File: src/rtl/game_sequencer_pkg.sv
// Shared types and default timing constants for the flappy game.
// Used by the sequencer, its tick dividers and the bird/pipe blocks.
package game_pkg;

  typedef enum logic [1:0] {
    S_IDLE,
    S_PLAY,
    S_OVER
  } game_state_t;

  localparam int LEVEL_MAX          = 15;
  localparam int PERIOD_W_DEF       = 10;
  localparam int BIRD_PERIOD_DEF    = 192;
  localparam int PIPE_PERIOD_INIT_D = 384;
  localparam int PIPE_PERIOD_MIN_D  = 128;
  localparam int PERIOD_STEP_DEF    = 32;
  localparam int SPEEDUP_POINTS_DEF = 4;
  localparam int SPAWN_GAP_DEF      = 3;
  localparam int OVER_HOLD_DEF      = 256;

endpackage

File: src/rtl/game_sequencer_if.sv
// Player/collision inputs and sequencing outputs of the game controller.
// master: drives press/collide/point; slave: the sequencer itself.
interface game_sequencer_if #(
  parameter int PERIOD_W = 10
);

  logic                press;
  logic                collide;
  logic                point;
  logic                start;
  logic                over;
  logic                bird_tick;
  logic                pipe_tick;
  logic                spawn;
  logic [PERIOD_W-1:0] pipe_period;
  logic [3:0]          level;

  modport master (
    output press, collide, point,
    input  start, over, bird_tick,
    input  pipe_tick, spawn,
    input  pipe_period, level
  );

  modport slave (
    input  press, collide, point,
    output start, over, bird_tick,
    output pipe_tick, spawn,
    output pipe_period, level
  );

endinterface

File: src/rtl/game_sequencer_tick_divider.sv
// Period counter emitting a registered one-cycle tick every i_period cycles.
// Ports: i_clk, i_reset (sync, active-low), i_period, i_clr, i_en, o_wrap, o_tick.
module tick_divider #(
  parameter int PERIOD_W = 10
) (
  input  logic                i_clk,
  input  logic                i_reset,
  input  logic [PERIOD_W-1:0] i_period,
  input  logic                i_clr,
  input  logic                i_en,
  output logic                o_wrap,
  output logic                o_tick
);

  logic [PERIOD_W-1:0] r_cnt;
  logic [PERIOD_W:0]   w_cnt_inc;

  assign w_cnt_inc = {1'b0, r_cnt} + (PERIOD_W+1)'(1);

  // >= rather than == so a period that shrinks below the
  // current count wraps at once instead of running on.
  assign o_wrap = i_en && !i_clr &&
                  (w_cnt_inc >= {1'b0, i_period});

  always_ff @(posedge i_clk) begin
    if (!i_reset) begin
      r_cnt  <= '0;
      o_tick <= 1'b0;
    end else if (i_clr) begin
      r_cnt  <= '0;
      o_tick <= 1'b0;
    end else if (o_wrap) begin
      r_cnt  <= '0;
      o_tick <= 1'b1;
    end else if (i_en) begin
      r_cnt  <= w_cnt_inc[PERIOD_W-1:0];
      o_tick <= 1'b0;
    end else begin
      o_tick <= 1'b0;
    end
  end

endmodule

File: src/rtl/game_sequencer.sv
// Central IDLE/PLAY/OVER controller: ticks, pipe spawn and difficulty.
// Ports: i_clk, i_reset (sync, active-low), bus (game_sequencer_if.slave).
module game_sequencer
  import game_pkg::*;
#(
  parameter int PERIOD_W         = PERIOD_W_DEF,
  parameter int BIRD_PERIOD      = BIRD_PERIOD_DEF,
  parameter int PIPE_PERIOD_INIT = PIPE_PERIOD_INIT_D,
  parameter int PIPE_PERIOD_MIN  = PIPE_PERIOD_MIN_D,
  parameter int PERIOD_STEP      = PERIOD_STEP_DEF,
  parameter int SPEEDUP_POINTS   = SPEEDUP_POINTS_DEF,
  parameter int SPAWN_GAP        = SPAWN_GAP_DEF,
  parameter int OVER_HOLD        = OVER_HOLD_DEF
) (
  input logic             i_clk,
  input logic             i_reset,
  game_sequencer_if.slave bus
);

  localparam int SW = (SPAWN_GAP > 1)
                    ? $clog2(SPAWN_GAP) : 1;
  localparam int PW = (SPEEDUP_POINTS > 1)
                    ? $clog2(SPEEDUP_POINTS) : 1;
  localparam int HW = (OVER_HOLD > 1)
                    ? $clog2(OVER_HOLD) : 1;

  game_state_t         r_state;
  logic                r_start;
  logic                r_over;
  logic                r_spawn;
  logic [SW-1:0]       r_spawn_cnt;
  logic [PW-1:0]       r_pt_cnt;
  logic [HW-1:0]       r_hold_cnt;
  logic [PERIOD_W-1:0] r_pipe_period;
  logic [3:0]          r_level;

  logic                w_play;
  logic                w_run;
  logic                w_flap;
  logic                w_held;
  logic                w_bird_tick;
  logic                w_pipe_tick;
  logic                w_pipe_wrap;
  logic                w_bird_wrap_unused;
  logic [PERIOD_W:0]   w_pp_sub;
  logic [PERIOD_W-1:0] w_pp_next;

  assign w_play = (r_state == S_PLAY);
  // collide outranks everything else while playing
  assign w_run  = w_play && !bus.collide;
  assign w_flap = w_run && bus.press;
  assign w_held = (r_hold_cnt == HW'(OVER_HOLD - 1));

  // one extra bit so the step can never wrap below zero
  assign w_pp_sub = {1'b0, r_pipe_period}
                  - (PERIOD_W+1)'(PERIOD_STEP);
  assign w_pp_next =
    (w_pp_sub[PERIOD_W] ||
     w_pp_sub < (PERIOD_W+1)'(PIPE_PERIOD_MIN))
    ? PERIOD_W'(PIPE_PERIOD_MIN)
    : w_pp_sub[PERIOD_W-1:0];

  // a flap restarts the gravity phase and eats that tick
  tick_divider #(.PERIOD_W(PERIOD_W)) u_bird (
    .i_clk    (i_clk),
    .i_reset  (i_reset),
    .i_period (PERIOD_W'(BIRD_PERIOD)),
    .i_clr    (!w_play || w_flap),
    .i_en     (w_run),
    .o_wrap   (w_bird_wrap_unused),
    .o_tick   (w_bird_tick)
  );

  tick_divider #(.PERIOD_W(PERIOD_W)) u_pipe (
    .i_clk    (i_clk),
    .i_reset  (i_reset),
    .i_period (r_pipe_period),
    .i_clr    (!w_play),
    .i_en     (w_run),
    .o_wrap   (w_pipe_wrap),
    .o_tick   (w_pipe_tick)
  );

  always_ff @(posedge i_clk) begin
    if (!i_reset) begin
      r_state       <= S_IDLE;
      r_start       <= 1'b0;
      r_over        <= 1'b0;
      r_spawn       <= 1'b0;
      r_spawn_cnt   <= '0;
      r_pt_cnt      <= '0;
      r_hold_cnt    <= '0;
      r_pipe_period <= PERIOD_W'(PIPE_PERIOD_INIT);
      r_level       <= '0;
    end else begin
      r_spawn <= 1'b0;
      unique case (r_state)
        S_IDLE: begin
          r_spawn_cnt <= '0;
          r_pt_cnt    <= '0;
          if (bus.press) begin
            r_state <= S_PLAY;
            r_start <= 1'b1;
          end
        end
        S_PLAY: begin
          if (bus.collide) begin
            r_state    <= S_OVER;
            r_start    <= 1'b0;
            r_over     <= 1'b1;
            r_hold_cnt <= '0;
          end else begin
            // spawn rides on the pipe tick that lands on slot 0
            if (w_pipe_wrap) begin
              r_spawn <= (r_spawn_cnt == '0);
              r_spawn_cnt <=
                (r_spawn_cnt == SW'(SPAWN_GAP - 1))
                ? '0 : r_spawn_cnt + 1'b1;
            end
            if (bus.point) begin
              if (r_pt_cnt == PW'(SPEEDUP_POINTS - 1)) begin
                r_pt_cnt      <= '0;
                r_pipe_period <= w_pp_next;
                if (r_level != 4'(LEVEL_MAX))
                  r_level <= r_level + 4'd1;
              end else begin
                r_pt_cnt <= r_pt_cnt + 1'b1;
              end
            end
          end
        end
        S_OVER: begin
          if (!w_held) begin
            r_hold_cnt <= r_hold_cnt + 1'b1;
          end else if (bus.press) begin
            r_state       <= S_IDLE;
            r_over        <= 1'b0;
            r_level       <= '0;
            r_pipe_period <= PERIOD_W'(PIPE_PERIOD_INIT);
          end
        end
        default: begin
          r_state <= S_IDLE;
          r_start <= 1'b0;
          r_over  <= 1'b0;
        end
      endcase
    end
  end

  assign bus.start       = r_start;
  assign bus.over        = r_over;
  assign bus.bird_tick   = w_bird_tick;
  assign bus.pipe_tick   = w_pipe_tick;
  assign bus.spawn       = r_spawn;
  assign bus.pipe_period = r_pipe_period;
  assign bus.level       = r_level;

endmodule

File: src/flat_wrapper.sv
// flat-port wrapper written by rule: the top's interface ports become plain ports
module game_sequencer_flat import game_pkg::*;
#(
  parameter int PERIOD_W         = PERIOD_W_DEF,
  parameter int BIRD_PERIOD      = BIRD_PERIOD_DEF,
  parameter int PIPE_PERIOD_INIT = PIPE_PERIOD_INIT_D,
  parameter int PIPE_PERIOD_MIN  = PIPE_PERIOD_MIN_D,
  parameter int PERIOD_STEP      = PERIOD_STEP_DEF,
  parameter int SPEEDUP_POINTS   = SPEEDUP_POINTS_DEF,
  parameter int SPAWN_GAP        = SPAWN_GAP_DEF,
  parameter int OVER_HOLD        = OVER_HOLD_DEF
)
  (i_clk, i_reset, bus_press, bus_collide, bus_point, bus_start, bus_over, bus_bird_tick, bus_pipe_tick, bus_spawn, bus_pipe_period, bus_level);
  game_sequencer_if #(.PERIOD_W(PERIOD_W)) bus_i ();
  input logic i_clk;
  input logic i_reset;
  input wire logic [$bits(bus_i.press)-1:0] bus_press;
  input wire logic [$bits(bus_i.collide)-1:0] bus_collide;
  input wire logic [$bits(bus_i.point)-1:0] bus_point;
  output wire logic [$bits(bus_i.start)-1:0] bus_start;
  output wire logic [$bits(bus_i.over)-1:0] bus_over;
  output wire logic [$bits(bus_i.bird_tick)-1:0] bus_bird_tick;
  output wire logic [$bits(bus_i.pipe_tick)-1:0] bus_pipe_tick;
  output wire logic [$bits(bus_i.spawn)-1:0] bus_spawn;
  output wire logic [$bits(bus_i.pipe_period)-1:0] bus_pipe_period;
  output wire logic [$bits(bus_i.level)-1:0] bus_level;
  assign bus_i.press = bus_press;
  assign bus_i.collide = bus_collide;
  assign bus_i.point = bus_point;
  assign bus_start = bus_i.start;
  assign bus_over = bus_i.over;
  assign bus_bird_tick = bus_i.bird_tick;
  assign bus_pipe_tick = bus_i.pipe_tick;
  assign bus_spawn = bus_i.spawn;
  assign bus_pipe_period = bus_i.pipe_period;
  assign bus_level = bus_i.level;
  game_sequencer #(.PERIOD_W(PERIOD_W), .BIRD_PERIOD(BIRD_PERIOD), .PIPE_PERIOD_INIT(PIPE_PERIOD_INIT), .PIPE_PERIOD_MIN(PIPE_PERIOD_MIN), .PERIOD_STEP(PERIOD_STEP), .SPEEDUP_POINTS(SPEEDUP_POINTS), .SPAWN_GAP(SPAWN_GAP), .OVER_HOLD(OVER_HOLD)) u_core (.i_clk(i_clk), .i_reset(i_reset), .bus(bus_i));
endmodule
File: config.mk
export PLATFORM = sky130hd
export DESIGN_NAME = game_sequencer_flat
export DESIGN_NICKNAME = d
export VERILOG_FILES = /design/src/rtl/game_sequencer_pkg.sv /design/src/rtl/game_sequencer_if.sv /design/src/rtl/game_sequencer_tick_divider.sv /design/src/rtl/game_sequencer.sv /design/src/flat_wrapper.sv
export SDC_FILE = /design/constraint.sdc
export NUM_CORES = 1
export LEC_CHECK = 0
export CAP_MARGIN = 30
export CORE_MARGIN = 4
export CORE_UTILIZATION = 45
export CTS_CLUSTER_DIAMETER = 200
export DETAILED_ROUTE_END_ITERATION = 10
export PLACE_DENSITY_LB_ADDON = 0.2
export SYNTH_ARGS = -nofsm -noshare
export SYNTH_HDL_FRONTEND = slang
export SYNTH_SLANG_ARGS = --single-unit
File: constraint.sdc
create_clock -name i_clk -period 2.8 [get_ports i_clk]
set_clock_uncertainty 0.15 [all_clocks]
set_input_delay 0.56 -clock i_clk [delete_from_list [all_inputs] [get_ports i_clk]]
set_output_delay 0.56 -clock i_clk [all_outputs]
set_load 0.005 [all_outputs]
# --- Word-level counts from Yosys, hierarchy flattened ---
# Index checks and enable logic that the tools add are counted.
# Widths: inputs -> output; s select.
op_classes:
  n_addsub: 7
  magnitude_cmp: 3
  n_eq_ne: 16
  muxes: 39
  bitwise_logic: 5
  n_reduce_logical: 28
ops:
  columns: ["op", "n"]
  rows:
  - ["$mux 10", 6]
  - ["$mux 4", 6]
  - ["$add 10x1->11 const B", 2]
  - ["$mux 2", 10]
  - ["$pmux 10 s2", 1]
  - ["$ne 2x2->1 const B", 9]
  - ["$mux 8", 2]
  - ["$pmux 8 s2", 1]
  - ["$reduce_and 3->1", 4]
  - ["$ge 11x10->1", 1]
  - ["$ge 11x8->1 const B", 1]
  - ["$lt 11x8->1 const B", 1]
  - ["$sub 10x6->11 const B", 1]
  - ["$add 8x1->8 const B", 1]
  - ["$eq 8x8->1 const B", 1]
  - ["$pmux 2 s2", 2]
  - ["$pmux 4 s2", 1]
  - ["$reduce_and 4->1", 2]
  - ["$mux 1", 7]
  - ["$reduce_and 7->1", 1]
  - ["$eq 2x2->1 const B", 3]
  - ["$logic_and 1x1->1", 6]
  - ["$pmux 1 s3", 2]
  - ["$pmux 2 s3", 1]
  - ["other kinds (15)", 26]
totals:
  ff_bits: 53
  in_bits: 5

# --- Depth between registers and ports, before layout ---
logic_depth:
  ltp_word: 8
  mapped_depth: 12

# --- Hierarchy ---
# Synthesis repeated with hierarchy kept, for this count alone.
hier_totals:
  cells_unflattened: 388
  area_unflattened_um2: 3318.2
by_module_without_submodules:
  columns: ["module", "instances", "cells_each", "area_each_um2"]
  rows:
  - ["game_sequencer", 1, 176, 1457.6]
  - ["tick_divider (u_core.u_bird)", 1, 104, 940.9]
  - ["tick_divider (u_core.u_pipe)", 1, 108, 919.6]

# --- Least setup slack after synthesis ---
# No wires, ideal clock.
synth_timing:
  path_type: "flip-flop to flip-flop"
  startpoint: "register u_core.u_pipe.r_cnt[0]"
  endpoint: "register u_core.r_spawn_cnt[1]"
  setup_time_ns: 0.117
  t_arrival_ns: 2.468
  t_required_ns: 2.533
  setup_slack_ns: 0.065
  stages_incl_launch_ff: 13
  path_buffers: 1
  synth_period_minus_slack_ns: 2.735
  path_cell_list: "dfxtp_1 ha_1 nand3_1 or2_2 nor2_1 xor2_1 ha_1 o211ai_1 a21oi_1 nor3_1 buf_2 nor3_1 a32o_1"
synth_between:
  elab_chain_cells: 5
synth_rtl:
  columns: ["item", "line", "source"]
  rows:
  - ["start: declaration", "game_sequencer_tick_divider.sv:15", "logic [PERIOD_W-1:0] r_cnt;"]
  - ["start signal: assignment", "game_sequencer_tick_divider.sv:36", "r_cnt <= w_cnt_inc[PERIOD_W-1:0];"]
  - ["$add 10x1->11", "game_sequencer_tick_divider.sv:18", "assign w_cnt_inc = {1'b0, r_cnt} + (PERIOD_W+1)'(1);"]
  - ["via u_core.u_pipe.w_cnt_inc[8]", "game_sequencer_tick_divider.sv:16", "logic [PERIOD_W:0] w_cnt_inc;"]
  - ["$ge 11x10->1", "game_sequencer_tick_divider.sv:23", "(w_cnt_inc >= {1'b0, i_period});"]
  - ["$logic_and 1x1->1", "game_sequencer_tick_divider.sv:22", "assign o_wrap = i_en && !i_clr &&"]
  - ["$ne 2x2->1 (no source line)", null, null]
  - ["$reduce_and 3->1 (no source line)", null, null]
  - ["end signal: assignment", "game_sequencer.sv:116", "r_spawn_cnt <="]
  - ["end: declaration", "game_sequencer.sv:31", "logic [SW-1:0] r_spawn_cnt;"]
# The timed path passes the listed nets, and every way through them passes these cells.
# A chain may end at the register's enable or synchronous reset.

# --- Worst setup path in the final report ---
layout_timing:
  startpoint: "register u_core.u_pipe.r_cnt[0]"
  endpoint: "register u_core.r_spawn_cnt[0]"
# The elaborated chain is that of the path after synthesis.

==> flow_summary.yaml <==
setup_path:
  cp_cell_sequence: "buf_4 -> and3_1 -> nand4_1 -> xnor2_1 -> ha_1 -> a21o_1 -> nor3_2 -> buf_4 -> buf_4 -> nor4b_2 -> a21o_1"
  slowest_stage: "dfxtp_2"
  cpPeakStageDelay_ps: 360
  crit_path_end_kind: "register"
  crit_arrival_ps: 2720
  critPathRequiredTime_ps: 2850
  worstSetupPathType: "reg -> reg"
  cpMostUsedCell: "buf_4"
  cp-start-kind: "register"
  path_max_fanout: 5
routing:
  vias: 2315
  wire_per_inst_um: 13.5
  ant_nets: 0
  drt-pass1-iter-count: 4
  first_iter_violations: 131
  wirelength_um: 5680
  vias_per_cell: 5.53
  drc: 0
die:
  fp.dieW_um: 84.3
  die_h_um: 84.3
  floorplan.initialDensity_pct: 47.0
  core_area_um2: 5570
  num_io_pins: 24
  rows: 27
  dieArea_um2: 7110
global_route:
  antenna_found_initial: 0
  grt_remaining_overflow: 0
  grt_pass1_vias: 2175
  grt_max_degree: 15
  grt_pass1_wl_um: 9660
  grt_usage_pct: 16.2
cts:
  cts.sinks: 48
  cts_tree: "done"
  clk_pin_slew_ps: 80
  clk_latency_ps: 300
  htreeDepth: 2
  cts_buffers: 5
  cts_buffer_depth: 2
  root_buffer: "clkbuf_8"
min_path:
  hold_class: "reg -> reg"
place:
  portBuffers: 18
  hpwl_um: 4020
  dp.cells: 407
  gp_congestion: 0.840
sta:
  slew_violations: 0
  holdWs_ps: 340
  setup_viol: 0
  period_minus_slack_ps: 2670
  slew-limit-headroom_pct: 59.4
  fmax_mhz: 374
  worstMarginPinSlew_ps: 604
  hold_viol_final: 0
  finalCritPeriodShare_pct: 95.5
final_layout:
  final_util_pct: 55.2
  multi_input_area_um2: 1570
  area_delta_synth_final_pct: 17.4
  fin_cells: 419
  nets: 363
  antenna_cells: 0
  drive_gt1_share_pct: 11.0
  seq_area_um2: 963
  fillers: 525
synth:
  netlist.area_leader.share_pct: 36.7
  synth-seq-area-share_pct: 36.7
  synthArstFlopShare_pct: 0
  yosysTopAreaCell: "dfxtp_1"
  ys_warn_count: 0
  synth_common_cells: "48 x dfxtp_1, 32 x nand2_1, 26 x nor2_1"
  synth_area_leaders: "dfxtp_1 37%, ha_1 5.7%, xnor2_1 4.7%"
  synth_cells: 317
  post_synth.cell_area_avg_um2: 8.27
  synth_edf_count: 0
  synth_ff_type: "dfxtp_1"
  yosysUniqueCellTypes: 49
  yosysMostFrequentCell: "dfxtp_1"
  synth-seq-cells: 48
  synth_area_um2: 2620
pwr:
  powerDensity_nw_per_um2: 391
  vdd_ir_drop_max_mv: 0.234
  p_leak_uw: 0.00112
run_status:
  status: "finished, final reports clean"
job:
  max_cap_violations: 0
[per-layer routing]
metal	track usage, %	vias to the layer above	part of all wire [%]
met5	0	-	0
met2	27.1	40	49
li1	-	1192	-
met3	3.24	4	3.4
met1	21.3	1079	47
met4	3.95	0	0.74
[where the power goes]
group | internal [µW] | switching [µW] | total (µW)
clock network | 202 | 216 | 418
registers | 689 | 7.65 | 697
logic | 35.4 | 54.0 | 89.3
[critical path: cells and delay by family (launching register included)]
kind,cells,cell delay [ps]
flops,1,360
buf+inv,3,430
fa+ha+maj,1,270
simple gates,4,740
compound gates,2,420
xor+xnor,1,210
[repair_timing]
action                     4_1_cts  5_1_grt
hold buffers                     0        0
resized for setup                0       10
setup buffers                    0        3
setup endpoints to repair        0       13
[registers in the layout, summed over array words and instances (netlist names), 2 cells and up]
name / cells
u_core.bus.level: 4
u_core.bus.pipe_period: 5
u_core.r_hold_cnt: 8
u_core.r_pt_cnt: 2
u_core.r_spawn_cnt: 2
u_core.r_state: 2
u_core.u_bird.r_cnt: 10
u_core.u_pipe.r_cnt: 10
[cell families (layout without fill, tap and decap cells)]
kind of cell	count (synthesis)	after routing	synth area share, %
AOI/OAI and AO/OA	67	67	17.6
xor gates and xnor gates	21	21	7.02
adders and majority gates	13	13	6.11
buffers and inverters	29	55	5.35
DFF	48	48	36.7
muxes	2	2	0.764
other	1	5	0.143
and+or+nand+nor	136	136	26.3
[worst paths after layout]
kind	slack, ps	endpoint	cells past startpoint	from
setup / recovery	130	u_core.r_spawn_cnt[0]	11	u_core.u_pipe.r_cnt[0]
hold / removal	340	u_core.bus.level[1]	2	u_core.bus.level[1]
setup reg to reg	130	u_core.r_spawn_cnt[0]	11	u_core.u_pipe.r_cnt[0]
hold reg to reg	340	u_core.bus.level[1]	2	u_core.bus.level[1]
[cells in the final DEF (no fill, tap or decap), types with 3 or more instances in the layout]
cell	count
a211oi_1	11
a21oi_1	16
a22o_1	3
a22oi_1	3
and2_1	5
and3_1	6
buf_4	17
clkbuf_8	6
clkdlybuf4s50_1	18
conb_1	5
dfxtp_1	46
ha_1	11
inv_1	11
nand2_1	32
nand3_1	18
nand4_1	9
nand4b_1	3
nor2_1	25
nor3_1	15
nor4_1	4
o211ai_1	5
o21ai_0	11
or3_1	4
xnor2_1	14
xor2_1	7
[layout make-up]
| class | instances | share of cell area (%) |
|---|---|---|
| Clock buffer | 8 | 2.93 |
| Timing Repair Buffer | 36 | 10.4 |
| Sequential cell | 48 | 31.3 |
| Tap cell | 72 | 2.93 |
| Inverter | 11 | 1.34 |
| Multi-Input combinational cell | 244 | 51.1 |
[stage by stage]
| step | setup slack, ps | TNS, ps | power (µW) | area, µm² |
|---|---|---|---|---|
| 6_report | 126 | 0 | 1200 | 3080 |
| 3_5_place_dp | 65.5 | 0 | 802 | 2920 |
| 4_1_cts | 25.3 | 0 | 1220 | 3010 |
| 3_3_place_gp | 132 | 0 | 802 | 2920 |
| 2_1_floorplan | 64.9 | 0 | 770 | 2640 |
| 5_1_grt | -34.1 | -62.0 | 1260 | 3080 |
Power figures use the tool's default switching activity.
